## src/rtl/frogger_pkg.sv

```systemverilog
// Shared types and default constants for the frog movement controller.
package frogger_pkg;

    // Controller states
    typedef enum logic [1:0] {
        READY = 2'd0,
        HOP   = 2'd1,
        DEAD  = 2'd2,
        HOME  = 2'd3
    } frog_state_t;

    // Hop direction latched at the start of a hop
    typedef enum logic [1:0] {
        DIR_UP    = 2'd0,
        DIR_DOWN  = 2'd1,
        DIR_LEFT  = 2'd2,
        DIR_RIGHT = 2'd3
    } frog_dir_t;

    // USB HID keycodes for the arrow-style controls
    localparam logic [7:0] KEY_NONE  = 8'h00;
    localparam logic [7:0] KEY_UP    = 8'h1A;
    localparam logic [7:0] KEY_DOWN  = 8'h16;
    localparam logic [7:0] KEY_LEFT  = 8'h04;
    localparam logic [7:0] KEY_RIGHT = 8'h07;

    // Playfield geometry in pixels
    localparam int GRID_PX        = 32;
    localparam int HOP_FRAMES_DEF = 4;
    localparam int X_START_PX     = 304;
    localparam int Y_START_PX     = 448;
    localparam int Y_HOME_PX      = 32;
    localparam int X_MAX_PX       = 608;
    localparam int Y_MAX_PX       = 448;

endpackage

```

## src/rtl/frog_controller_if.sv

```systemverilog
// Game-logic <-> frog controller signal bundle.
interface frog_controller_if;
    logic [7:0] keycode;
    logic       hazard_hit;
    logic       respawn;
    logic [9:0] frog_x;
    logic [9:0] frog_y;
    logic       isDead;
    logic       isAlive;
    logic       hop_active;

    // Game logic side
    modport master (
        output keycode, hazard_hit, respawn,
        input  frog_x, frog_y, isDead, isAlive, hop_active
    );

    // Controller side
    modport slave (
        input  keycode, hazard_hit, respawn,
        output frog_x, frog_y, isDead, isAlive, hop_active
    );
endinterface

```

## src/rtl/frame_tick.sv

```systemverilog
// Synchronises the vsync level into the Clk domain and emits a one-cycle
// pulse on each of its rising edges.
module frame_tick (
    input  logic Clk,
    input  logic Reset,
    input  logic frame_clk,
    output logic tick
);
    logic [1:0] sync_reg;
    logic       prev_reg;

    // Two-flop synchroniser plus one delay flop for edge detection
    always_ff @(posedge Clk or posedge Reset) begin
        if (Reset) begin
            sync_reg <= 2'b00;
            prev_reg <= 1'b0;
        end else begin
            sync_reg <= {sync_reg[0], frame_clk};
            prev_reg <= sync_reg[1];
        end
    end

    assign tick = sync_reg[1] & ~prev_reg;
endmodule

```

## src/rtl/frog_controller.sv

```systemverilog
// Frog position / life-state controller: grid hops animated over several
// frame ticks, hazard death, home detection and respawn.
module frog_controller
    import frogger_pkg::*;
#(
    parameter int GRID       = GRID_PX,
    parameter int HOP_FRAMES = HOP_FRAMES_DEF,
    parameter int X_START    = X_START_PX,
    parameter int Y_START    = Y_START_PX,
    parameter int Y_HOME     = Y_HOME_PX,
    parameter int X_MAX      = X_MAX_PX,
    parameter int Y_MAX      = Y_MAX_PX
) (
    input  logic             Clk,
    input  logic             Reset,
    input  logic             frame_clk,
    frog_controller_if.slave bus
);
    localparam logic [9:0]  STEP_PX   = 10'(GRID / HOP_FRAMES);
    localparam logic [9:0]  X_START_V = 10'(X_START);
    localparam logic [9:0]  Y_START_V = 10'(Y_START);
    localparam logic [9:0]  Y_HOME_V  = 10'(Y_HOME);
    // Bound checks run one bit wider so a target past 1023 cannot wrap
    localparam logic [10:0] GRID_W    = 11'(GRID);
    localparam logic [10:0] UP_MIN_W  = 11'(Y_HOME + GRID);
    localparam logic [10:0] X_MAX_W   = 11'(X_MAX);
    localparam logic [10:0] Y_MAX_W   = 11'(Y_MAX);
    localparam int          CNT_W     = $clog2(HOP_FRAMES + 1);
    localparam logic [CNT_W-1:0] LAST_STEP = CNT_W'(HOP_FRAMES - 1);

    frog_state_t      state_reg, state_next;
    frog_dir_t        dir_reg, dir_next;
    logic [9:0]       x_reg, x_next, y_reg, y_next;
    logic [CNT_W-1:0] step_cnt_reg, step_cnt_next;
    logic             key_armed_reg, key_armed_next;
    logic             is_dead_reg, is_dead_next;
    logic             is_alive_reg, is_alive_next;

    logic             tick;
    logic             key_valid;
    frog_dir_t        key_dir;
    logic             in_bounds;
    logic [9:0]       x_step, y_step;
    logic [10:0]      x_w, y_w;

    frame_tick u_frame_tick (
        .Clk       (Clk),
        .Reset     (Reset),
        .frame_clk (frame_clk),
        .tick      (tick)
    );

    assign x_w = {1'b0, x_reg};
    assign y_w = {1'b0, y_reg};

    // Keycode decode; anything unrecognised counts as no key
    always_comb begin
        key_valid = 1'b1;
        key_dir   = DIR_UP;
        case (bus.keycode)
            KEY_UP:    key_dir = DIR_UP;
            KEY_DOWN:  key_dir = DIR_DOWN;
            KEY_LEFT:  key_dir = DIR_LEFT;
            KEY_RIGHT: key_dir = DIR_RIGHT;
            default:   key_valid = 1'b0;
        endcase
    end

    // Whole-hop target must stay inside the playfield
    always_comb begin
        in_bounds = 1'b0;
        case (key_dir)
            DIR_UP:    in_bounds = (y_w >= UP_MIN_W);
            DIR_DOWN:  in_bounds = ((y_w + GRID_W) <= Y_MAX_W);
            DIR_LEFT:  in_bounds = (x_w >= GRID_W);
            DIR_RIGHT: in_bounds = ((x_w + GRID_W) <= X_MAX_W);
        endcase
    end

    // Position after one animation step in the latched direction
    always_comb begin
        x_step = x_reg;
        y_step = y_reg;
        case (dir_reg)
            DIR_UP:    y_step = y_reg - STEP_PX;
            DIR_DOWN:  y_step = y_reg + STEP_PX;
            DIR_LEFT:  x_step = x_reg - STEP_PX;
            DIR_RIGHT: x_step = x_reg + STEP_PX;
        endcase
    end

    // Next-state logic: respawn beats everything, then hazard, then motion
    always_comb begin
        state_next     = state_reg;
        dir_next       = dir_reg;
        x_next         = x_reg;
        y_next         = y_reg;
        step_cnt_next  = step_cnt_reg;
        key_armed_next = key_armed_reg;
        if (bus.respawn) begin
            state_next     = READY;
            x_next         = X_START_V;
            y_next         = Y_START_V;
            step_cnt_next  = '0;
            key_armed_next = 1'b0;
        end else if (tick) begin
            if ((state_reg == READY || state_reg == HOP) && bus.keycode == KEY_NONE)
                key_armed_next = 1'b1;
            case (state_reg)
                READY: begin
                    if (bus.hazard_hit) begin
                        state_next = DEAD;
                    end else if (key_valid && key_armed_reg && in_bounds) begin
                        state_next     = HOP;
                        dir_next       = key_dir;
                        key_armed_next = 1'b0;
                        step_cnt_next  = '0;
                    end
                end
                HOP: begin
                    // The step of the tick that reports the hazard still lands;
                    // the frog is frozen from then on.
                    x_next        = x_step;
                    y_next        = y_step;
                    step_cnt_next = step_cnt_reg + 1'b1;
                    if (bus.hazard_hit)
                        state_next = DEAD;
                    else if (step_cnt_reg == LAST_STEP)
                        state_next = (y_step == Y_HOME_V) ? HOME : READY;
                end
                default: ;
            endcase
        end
        is_dead_next  = (state_reg == DEAD) && !bus.respawn;
        is_alive_next = (state_reg == HOME) && !bus.respawn;
    end

    // State and position registers
    always_ff @(posedge Clk or posedge Reset) begin
        if (Reset) begin
            state_reg     <= READY;
            dir_reg       <= DIR_UP;
            x_reg         <= X_START_V;
            y_reg         <= Y_START_V;
            step_cnt_reg  <= '0;
            key_armed_reg <= 1'b0;
            is_dead_reg   <= 1'b0;
            is_alive_reg  <= 1'b0;
        end else begin
            state_reg     <= state_next;
            dir_reg       <= dir_next;
            x_reg         <= x_next;
            y_reg         <= y_next;
            step_cnt_reg  <= step_cnt_next;
            key_armed_reg <= key_armed_next;
            is_dead_reg   <= is_dead_next;
            is_alive_reg  <= is_alive_next;
        end
    end

    assign bus.frog_x     = x_reg;
    assign bus.frog_y     = y_reg;
    assign bus.isDead     = is_dead_reg;
    assign bus.isAlive    = is_alive_reg;
    assign bus.hop_active = (state_reg == HOP);
endmodule

```

## src/flat_wrapper.sv

```systemverilog
// flat-port wrapper written by rule: the top's interface ports become plain ports
module frog_controller_flat import frogger_pkg::*;
#(
    parameter int GRID       = GRID_PX,
    parameter int HOP_FRAMES = HOP_FRAMES_DEF,
    parameter int X_START    = X_START_PX,
    parameter int Y_START    = Y_START_PX,
    parameter int Y_HOME     = Y_HOME_PX,
    parameter int X_MAX      = X_MAX_PX,
    parameter int Y_MAX      = Y_MAX_PX
)
  (Clk, Reset, frame_clk, bus_keycode, bus_hazard_hit, bus_respawn, bus_frog_x, bus_frog_y, bus_isDead, bus_isAlive, bus_hop_active);
  frog_controller_if bus_i ();
  input  logic Clk;
  input  logic Reset;
  input  logic frame_clk;
  input wire logic [$bits(bus_i.keycode)-1:0] bus_keycode;
  input wire logic [$bits(bus_i.hazard_hit)-1:0] bus_hazard_hit;
  input wire logic [$bits(bus_i.respawn)-1:0] bus_respawn;
  output wire logic [$bits(bus_i.frog_x)-1:0] bus_frog_x;
  output wire logic [$bits(bus_i.frog_y)-1:0] bus_frog_y;
  output wire logic [$bits(bus_i.isDead)-1:0] bus_isDead;
  output wire logic [$bits(bus_i.isAlive)-1:0] bus_isAlive;
  output wire logic [$bits(bus_i.hop_active)-1:0] bus_hop_active;
  assign bus_i.keycode = bus_keycode;
  assign bus_i.hazard_hit = bus_hazard_hit;
  assign bus_i.respawn = bus_respawn;
  assign bus_frog_x = bus_i.frog_x;
  assign bus_frog_y = bus_i.frog_y;
  assign bus_isDead = bus_i.isDead;
  assign bus_isAlive = bus_i.isAlive;
  assign bus_hop_active = bus_i.hop_active;
  frog_controller #(.GRID(GRID), .HOP_FRAMES(HOP_FRAMES), .X_START(X_START), .Y_START(Y_START), .Y_HOME(Y_HOME), .X_MAX(X_MAX), .Y_MAX(Y_MAX)) u_core (.Clk(Clk), .Reset(Reset), .frame_clk(frame_clk), .bus(bus_i));
endmodule
```

## config.mk

```make
export PLATFORM = sky130hd
export DESIGN_NAME = frog_controller_flat
export DESIGN_NICKNAME = d
export VERILOG_FILES = /design/src/rtl/frogger_pkg.sv /design/src/rtl/frog_controller_if.sv /design/src/rtl/frame_tick.sv /design/src/rtl/frog_controller.sv /design/src/flat_wrapper.sv
export SDC_FILE = /design/constraint.sdc
export NUM_CORES = 1
export LEC_CHECK = 0
export CAP_MARGIN = 20
export CELL_PAD_IN_SITES_DETAIL_PLACEMENT = 1
export CELL_PAD_IN_SITES_GLOBAL_PLACEMENT = 2
export CORE_ASPECT_RATIO = 0.7
export CORE_MARGIN = 5
export CORE_UTILIZATION = 34
export CTS_CLUSTER_SIZE = 20
export DETAILED_ROUTE_END_ITERATION = 12
export PLACE_DENSITY_LB_ADDON = 0.1
export REMOVE_ABC_BUFFERS = 1
export SLEW_MARGIN = 20
export SYNTH_ARGS = -nofsm -noshare
export SYNTH_HDL_FRONTEND = slang
export SYNTH_SLANG_ARGS = --single-unit
```

## constraint.sdc

```tcl
create_clock -name Clk -period 7.8 [get_ports Clk]
set_clock_uncertainty 0.1 [all_clocks]
set_input_delay 1.17 -clock Clk [delete_from_list [all_inputs] [get_ports Clk]]
set_output_delay 1.17 -clock Clk [all_outputs]
set_load 0.1 [all_outputs]
```

==> metrics.md, run 1 <==
| Metric | Value |
|---|---|
| Number of buffers added to fix hold violations after cts | `0` |
| Required time at the endpoint of the critical path | `6.53 ns` |
| Standard-cell row count | `23` |
| Max cap viols | `0` |
| Overall power after layout | `296 uW` |
| TritonCTS clock tree | `built` |
| Clock slew at the register clock pins of the worst setup and hold paths | `0.10 ns` |
| DRC violations left | `0` |
| Setup TNS | `0 ns` |
| RePlAce Congestion | `0.784` |
| Arrival @ worst endpoint | `2.32 ns` |
| DRT iter0 DRCs | `45` |
| Number of pins exceeding their max-slew limit in the final report | `0` |
| Count of placed standard cells including taps | `337` |
| Number of antenna violations at the first check in global routing | `0` |
| Maximum level of the CTS H-tree | `1` |
| Die Span Y | `75.2 um` |
| Leakage power figure | `1.01 nW` |
| Number of clock sinks seen by CTS | `27` |
| Starting Density | `35.5%` |
| Fin crit period | `3.59 ns` |
| Clock network latency to the later pin of the worst-skew pair | `0.28 ns` |
| Worst hold slack | `0.258 ns` |
| Kind of capture point of the worst setup path | `output port` |
| Max Clk Rate | `279 MHz` |
| Antenna Diode Count | `0` |
| Count of final hold-check violations | `0` |
| Horizontal extent of the die | `103 um` |
| Global-route wire length before repair | `9850 um` |
| Number of setup violations in the final report | `0` |
| Synthesis Warnings | `0` |
| Number of routed nets with antenna violations | `0` |
| Async S/R FF share, synth | `100%` |
| Critical path peak fanout | `9` |
| Type of the worst setup path | `reg -> out` |
| Power density over the cells | `120 nW/um^2` |
| Launching element of the worst setup path | `u_core.state_reg[0]` |
| Number of buffers created by CTS | `3` |
| Commonest non-fill, non-tap cells in the layout | `sky130_fd_sc_hd__clkdlybuf4s50_1, sky130_fd_sc_hd__nand2_1, sky130_fd_sc_hd__nor2_1, sky130_fd_sc_hd__dfrtp_1, sky130_fd_sc_hd__a21oi_1` |
| Area of the core | `5810 sq um` |
| Register area share after synthesis | `33.1%` |
| Most common library cell in the layout ignoring fill and taps | `sky130_fd_sc_hd__clkdlybuf4s50_1` |
| Floorplan die area | `7750 sq um` |
| Number of global-route vias before repair | `1828` |
| CP Launch Type | `register` |
| Nets@finish | `299` |
| Largest vdd supply drop | `0.0723 mV` |
| Number of synthesized flops with an enable pin | `0` |
| Tot GR Track Use | `16.4%` |
| Fill cell count | `677` |
| Rel. slew slack | `35.1%` |
| Startpoint of the worst register-to-register path | `u_core.dir_reg[1]` |
| Result of the run | `complete, no violations` |
| Post-route non-filler standard cell count | `341` |
| Half-perimeter wire length of the detailed placement result | `4610 um` |
| Final worst-path cycle share | `46.0%` |
| Mean post-synth cell area | `8.63 sq um` |
| Cell at the root of the clock tree | `sky130_fd_sc_hd__clkbuf_8` |
| Post-synthesis sequential element count | `27` |
| Router iterations before antenna repair | `4` |
| Area of the mapped netlist | `2060 sq um` |
| Final Core Density | `42.3%` |
| Vias after detailed routing | `1809` |
| Worst Max-Slew Pin Slew | `0.971 ns` |
| Maximum buffer depth of the clock tree | `2` |
| Maximum number of pins on one net before global-route repair | `28` |
| Synthesized netlist cell count | `239` |
| Critical hold path startpoint | `u_core.u_frame_tick.sync_reg[0]` |
| Area growth syn-to-layout | `19.4%` |
| # IOs | `36` |
| Total length of routed wires | `5970 um` |
| Proportion of layout cells with a drive suffix above 1 | `7.52%` |
| Number of buffer cells added on primary ports | `29` |
| Routed len/inst | `17.5 um` |
| DR vias/cell | `5.30` |
| Global-route congestion overflow total | `0` |
| Top_reg_cell synth | `sky130_fd_sc_hd__dfrtp_1` |
| Class of the worst hold path | `reg -> reg` |
| RSZ-0062 raised after global routing | `false` |
| Number of unique standard cell types used by synthesis | `48` |
| Post-CTS Resized | `0` |
| Postcts setup bufs | `0` |
==> critical path, stage by stage, from the launching register on <==
cell and delay [ns]:
sky130_fd_sc_hd__dfrtp_1 0.56, sky130_fd_sc_hd__nand2b_1 0.21, sky130_fd_sc_hd__inv_1 0.13, sky130_fd_sc_hd__clkdlybuf4s50_1 1.14
==> report_power, final <==
| group | internal, mW | leakage [nW] | switching [mW] |
|---|---|---|---|
| registers | 0.144 | 0.342 | 0.00539 |
| clock network | 0.0364 | 0.0217 | 0.0499 |
| logic | 0.0161 | 0.645 | 0.0441 |
| total | 0.196 | 1.01 | 0.0995 |
==> Yosys cell counts, drive strengths merged (7+ instances only) <==
master	number	share of area, %
a21oi	18	4.4
nor2	21	3.8
nand3	7	1.7
nor3	8	1.9
nand2	22	4.0
a31oi	7	2.1
dfrtp	21	25
inv	15	2.7
ha	17	10
clkbuf	8	1.5
xnor2	7	3.0
==> metrics by stage <==
step           setup slack, ns  instance area (sq um)
5_1_grt                   4.01                   2460
4_1_cts                   4.17                   2460
3_3_place_gp              4.11                   2410
3_5_place_dp              4.00                   2410
2_1_floorplan             4.57                   2010
6_report                  4.21                   2460
==> final timing paths <==
path                                                    to  slack, ns  depth (start not counted)
max                                         bus_hop_active       4.21                          3
min in group asynchronous              u_core.state_reg[0]       1.15                          3
min reg2reg                u_core.u_frame_tick.sync_reg[1]       0.26                          0
max reg2reg                            u_core.state_reg[0]       4.29                         10
min                        u_core.u_frame_tick.sync_reg[1]       0.26                          0
max in group asynchronous             u_core.bus.frog_x[8]       6.13                          3
==> cells by family (layout without fill, tap and decap cells) <==
group / after synthesis / in the layout / share of synthesized area, %
mux: 2 / 2 / 1.03
compound gates: 57 / 57 / 18.1
buf+inv: 29 / 51 / 6.37
simple gates: 93 / 93 / 24.3
flops: 27 / 27 / 33.1
xor+xnor: 11 / 11 / 4.67
fa+ha+maj: 19 / 19 / 12.3
other cells: 1 / 6 / 0.182
==> cell type report <==
type,count,area [sq um],area share [%]
inverter,15,56.3,2.29
sequential,27,683,27.8
clock inverter,1,7.51,0.305
multi-input combinational,188,1270,51.4
timing repair buffer,32,313,12.7
tap,75,93.8,3.81
clock buffer,3,41.3,1.68
==> per-layer routing <==
layer	routed length (um)	GRT usage, %
met4	13	1.29
met5	0	0
met3	189	2.69
met2	2580	24.9
met1	3180	25.5
(Power assumes the default switching activity.)
==> run 2, diff against run 1 <==
--- a/config.mk
+++ b/config.mk
@@ -10,7 +10,7 @@
 export CELL_PAD_IN_SITES_GLOBAL_PLACEMENT = 2
 export CORE_ASPECT_RATIO = 0.7
 export CORE_MARGIN = 5
-export CORE_UTILIZATION = 34
+export CORE_UTILIZATION = 29
 export CTS_CLUSTER_SIZE = 20
 export DETAILED_ROUTE_END_ITERATION = 12
 export PLACE_DENSITY_LB_ADDON = 0.1
==> constraint.sdc (replaced) <==
create_clock -name Clk -period 3.2 [get_ports Clk]
set_clock_uncertainty 0.1 [all_clocks]
set_input_delay 0.48 -clock Clk [delete_from_list [all_inputs] [get_ports Clk]]
set_output_delay 0.48 -clock Clk [all_outputs]
set_load 0.1 [all_outputs]
==> metrics.md, run 2 (synthesis gave the netlist of run 1 again) <==
| Metric | Value |
|---|---|
| Number of buffers created by CTS | `3` |
| Max cap viols | `0` |
| Area of the core | `6820 sq um` |
| Maximum buffer depth of the clock tree | `2` |
| Fill cell count | `840` |
| Required time at the endpoint of the critical path | `3.27 ns` |
| Result of the run | `complete, no violations` |
| Maximum number of pins on one net before global-route repair | `28` |
| # IOs | `36` |
| Critical path peak fanout | `9` |
| Largest vdd supply drop | `0.131 mV` |
| Standard-cell row count | `25` |
| Half-perimeter wire length of the detailed placement result | `5040 um` |
| Crit-path cells | `inv_1 -> ha_1 -> nor4_1 -> nor3b_1 -> o2111ai_1 -> a31oi_1 -> or3_4 -> nor4_4 -> mux2_1` |
| Horizontal extent of the die | `111 um` |
| Commonest non-fill, non-tap cells in the layout | `sky130_fd_sc_hd__buf_4, sky130_fd_sc_hd__nand2_1, sky130_fd_sc_hd__nor2_1, sky130_fd_sc_hd__dfrtp_1, sky130_fd_sc_hd__a21oi_1` |
| Die Span Y | `80.6 um` |
| Worst hold slack | `0.266 ns` |
| Clock network latency to the later pin of the worst-skew pair | `0.28 ns` |
| Number of pins exceeding their max-slew limit in the final report | `0` |
| Count of buffering cells on the critical path with inverters included | `1` |
| Final design instance area without fill | `2520 sq um` |
| Fin crit period | `3.01 ns` |
| Rel. slew slack | `65.8%` |
| Starting Density | `30.2%` |
| Total length of routed wires | `6260 um` |
| Count of final hold-check violations | `0` |
| Vias after detailed routing | `1898` |
| Routed len/inst | `17.0 um` |
| Delay of the slowest cell on the worst path | `0.64 ns` |
| Clock slew at the register clock pins of the worst setup and hold paths | `0.10 ns` |
| Register area | `683 sq um` |
| TritonCTS clock tree | `built` |
| Final worst-path cycle share | `93.9%` |
| Type of the worst setup path | `reg -> reg` |
| Post-CTS Resized | `0` |
| Leakage power figure | `1.08 nW` |
| Power density over the cells | `287 nW/um^2` |
| Number of clock sinks seen by CTS | `27` |
| CP Launch Type | `register` |
| Global-route wire length before repair | `10300 um` |
| Count of placed standard cells including taps | `365` |
| Cell at the root of the clock tree | `sky130_fd_sc_hd__clkbuf_8` |
| Post-route non-filler standard cell count | `369` |
| Global-route congestion overflow total | `0` |
| Area growth syn-to-layout | `22.3%` |
| Proportion of layout cells with a drive suffix above 1 | `17.8%` |
| Number of routed nets with antenna violations | `0` |
| Number of antenna violations at the first check in global routing | `0` |
| Tot GR Track Use | `14.6%` |
| Most common library cell in the layout ignoring fill and taps | `sky130_fd_sc_hd__buf_4` |
| Setup TNS | `0 ns` |
| Max Clk Rate | `333 MHz` |
| DR vias/cell | `5.14` |
| Post-DP Area | `2460 sq um` |
| Number of buffer cells added on primary ports | `29` |
| Arrival @ worst endpoint | `3.08 ns` |
| Number of buffers added to fix hold violations after cts | `0` |
| Area of the multi-input gates | `1280 sq um` |
| Nets@finish | `308` |
| Postcts setup bufs | `0` |
| Class of the worst hold path | `reg -> reg` |
| Number of global-route vias before repair | `1915` |
| Antenna Diode Count | `0` |
| DRC violations left | `0` |
| Crit path max-delay cell type | `sky130_fd_sc_hd__dfstp_2` |
| Number of setup violations in the final report | `0` |
| Kind of capture point of the worst setup path | `register` |
| RePlAce Congestion | `0.824` |
| RSZ-0062 raised after global routing | `false` |
| Worst Max-Slew Pin Slew | `0.508 ns` |
| Router iterations before antenna repair | `4` |
| Overall power after layout | `724 uW` |
| Gate family responsible for the most delay along the worst path | `simple AND/OR/NAND/NOR gates` |
| DRT iter0 DRCs | `104` |
| Maximum level of the CTS H-tree | `1` |
| Floorplan die area | `8920 sq um` |
==> run 2: final cells by class <==
cell class	instances	share of cell area, %
multi-input cells	188	50.7
flip-flops and latches	27	27.1
repair buffers	41	13.4
well taps	94	4.66
inverters	15	2.23
clock buffers	3	1.64
clock inverters	1	0.298
==> run 2: worst paths after layout <==
| check | start | to | cells past startpoint | slack, ns |
|---|---|---|---|---|
| min reg2reg | u_core.u_frame_tick.sync_reg[0] | u_core.u_frame_tick.sync_reg[1] | 0 | 0.27 |
| min in group asynchronous | Reset | u_core.u_frame_tick.sync_reg[1] | 3 | 0.46 |
| max in group asynchronous | Reset | u_core.bus.frog_y[7] | 3 | 2.23 |
| min | u_core.u_frame_tick.sync_reg[0] | u_core.u_frame_tick.sync_reg[1] | 0 | 0.27 |
| max reg2reg | u_core.bus.frog_x[5] | u_core.dir_reg[1] | 9 | 0.19 |
| max | u_core.bus.frog_x[5] | u_core.dir_reg[1] | 9 | 0.19 |
==> run 2: layer usage <==
| layer | track usage (%) | wire (um) | vias up |
|---|---|---|---|
| met5 | 0 | 0 | - |
| met4 | 2.21 | 43 | 0 |
| met3 | 3.24 | 322 | 4 |
| met2 | 21.7 | 2480 | 30 |
| met1 | 21.7 | 3410 | 939 |
| li1 | - | - | 925 |
==> run 2: through the flow <==
stage,setup slack (ns),util (%)
after floorplan,-0.0281,-
after global placement,0.123,36.1
after detailed placement,0.0128,36.1
after CTS,0.0941,36.8
after global routing,0.0353,37.0
final,0.194,37.0
==> run 2: where the power goes <==
part | switching, mW | internal (mW) | total (mW)
clock network | 0.122 | 0.0887 | 0.210
registers | 0.0128 | 0.350 | 0.363
logic | 0.111 | 0.0403 | 0.151
==> run 3, diff against run 2 <==
--- a/config.mk
+++ b/config.mk
@@ -11,6 +11,7 @@
 export CORE_ASPECT_RATIO = 0.7
 export CORE_MARGIN = 5
 export CORE_UTILIZATION = 29
+export CTS_CLUSTER_DIAMETER = 50
 export CTS_CLUSTER_SIZE = 20
 export DETAILED_ROUTE_END_ITERATION = 12
 export PLACE_DENSITY_LB_ADDON = 0.1
==> results of run 3 <==
Same layout as run 2: the final DEF is identical, and so are final timing and power.
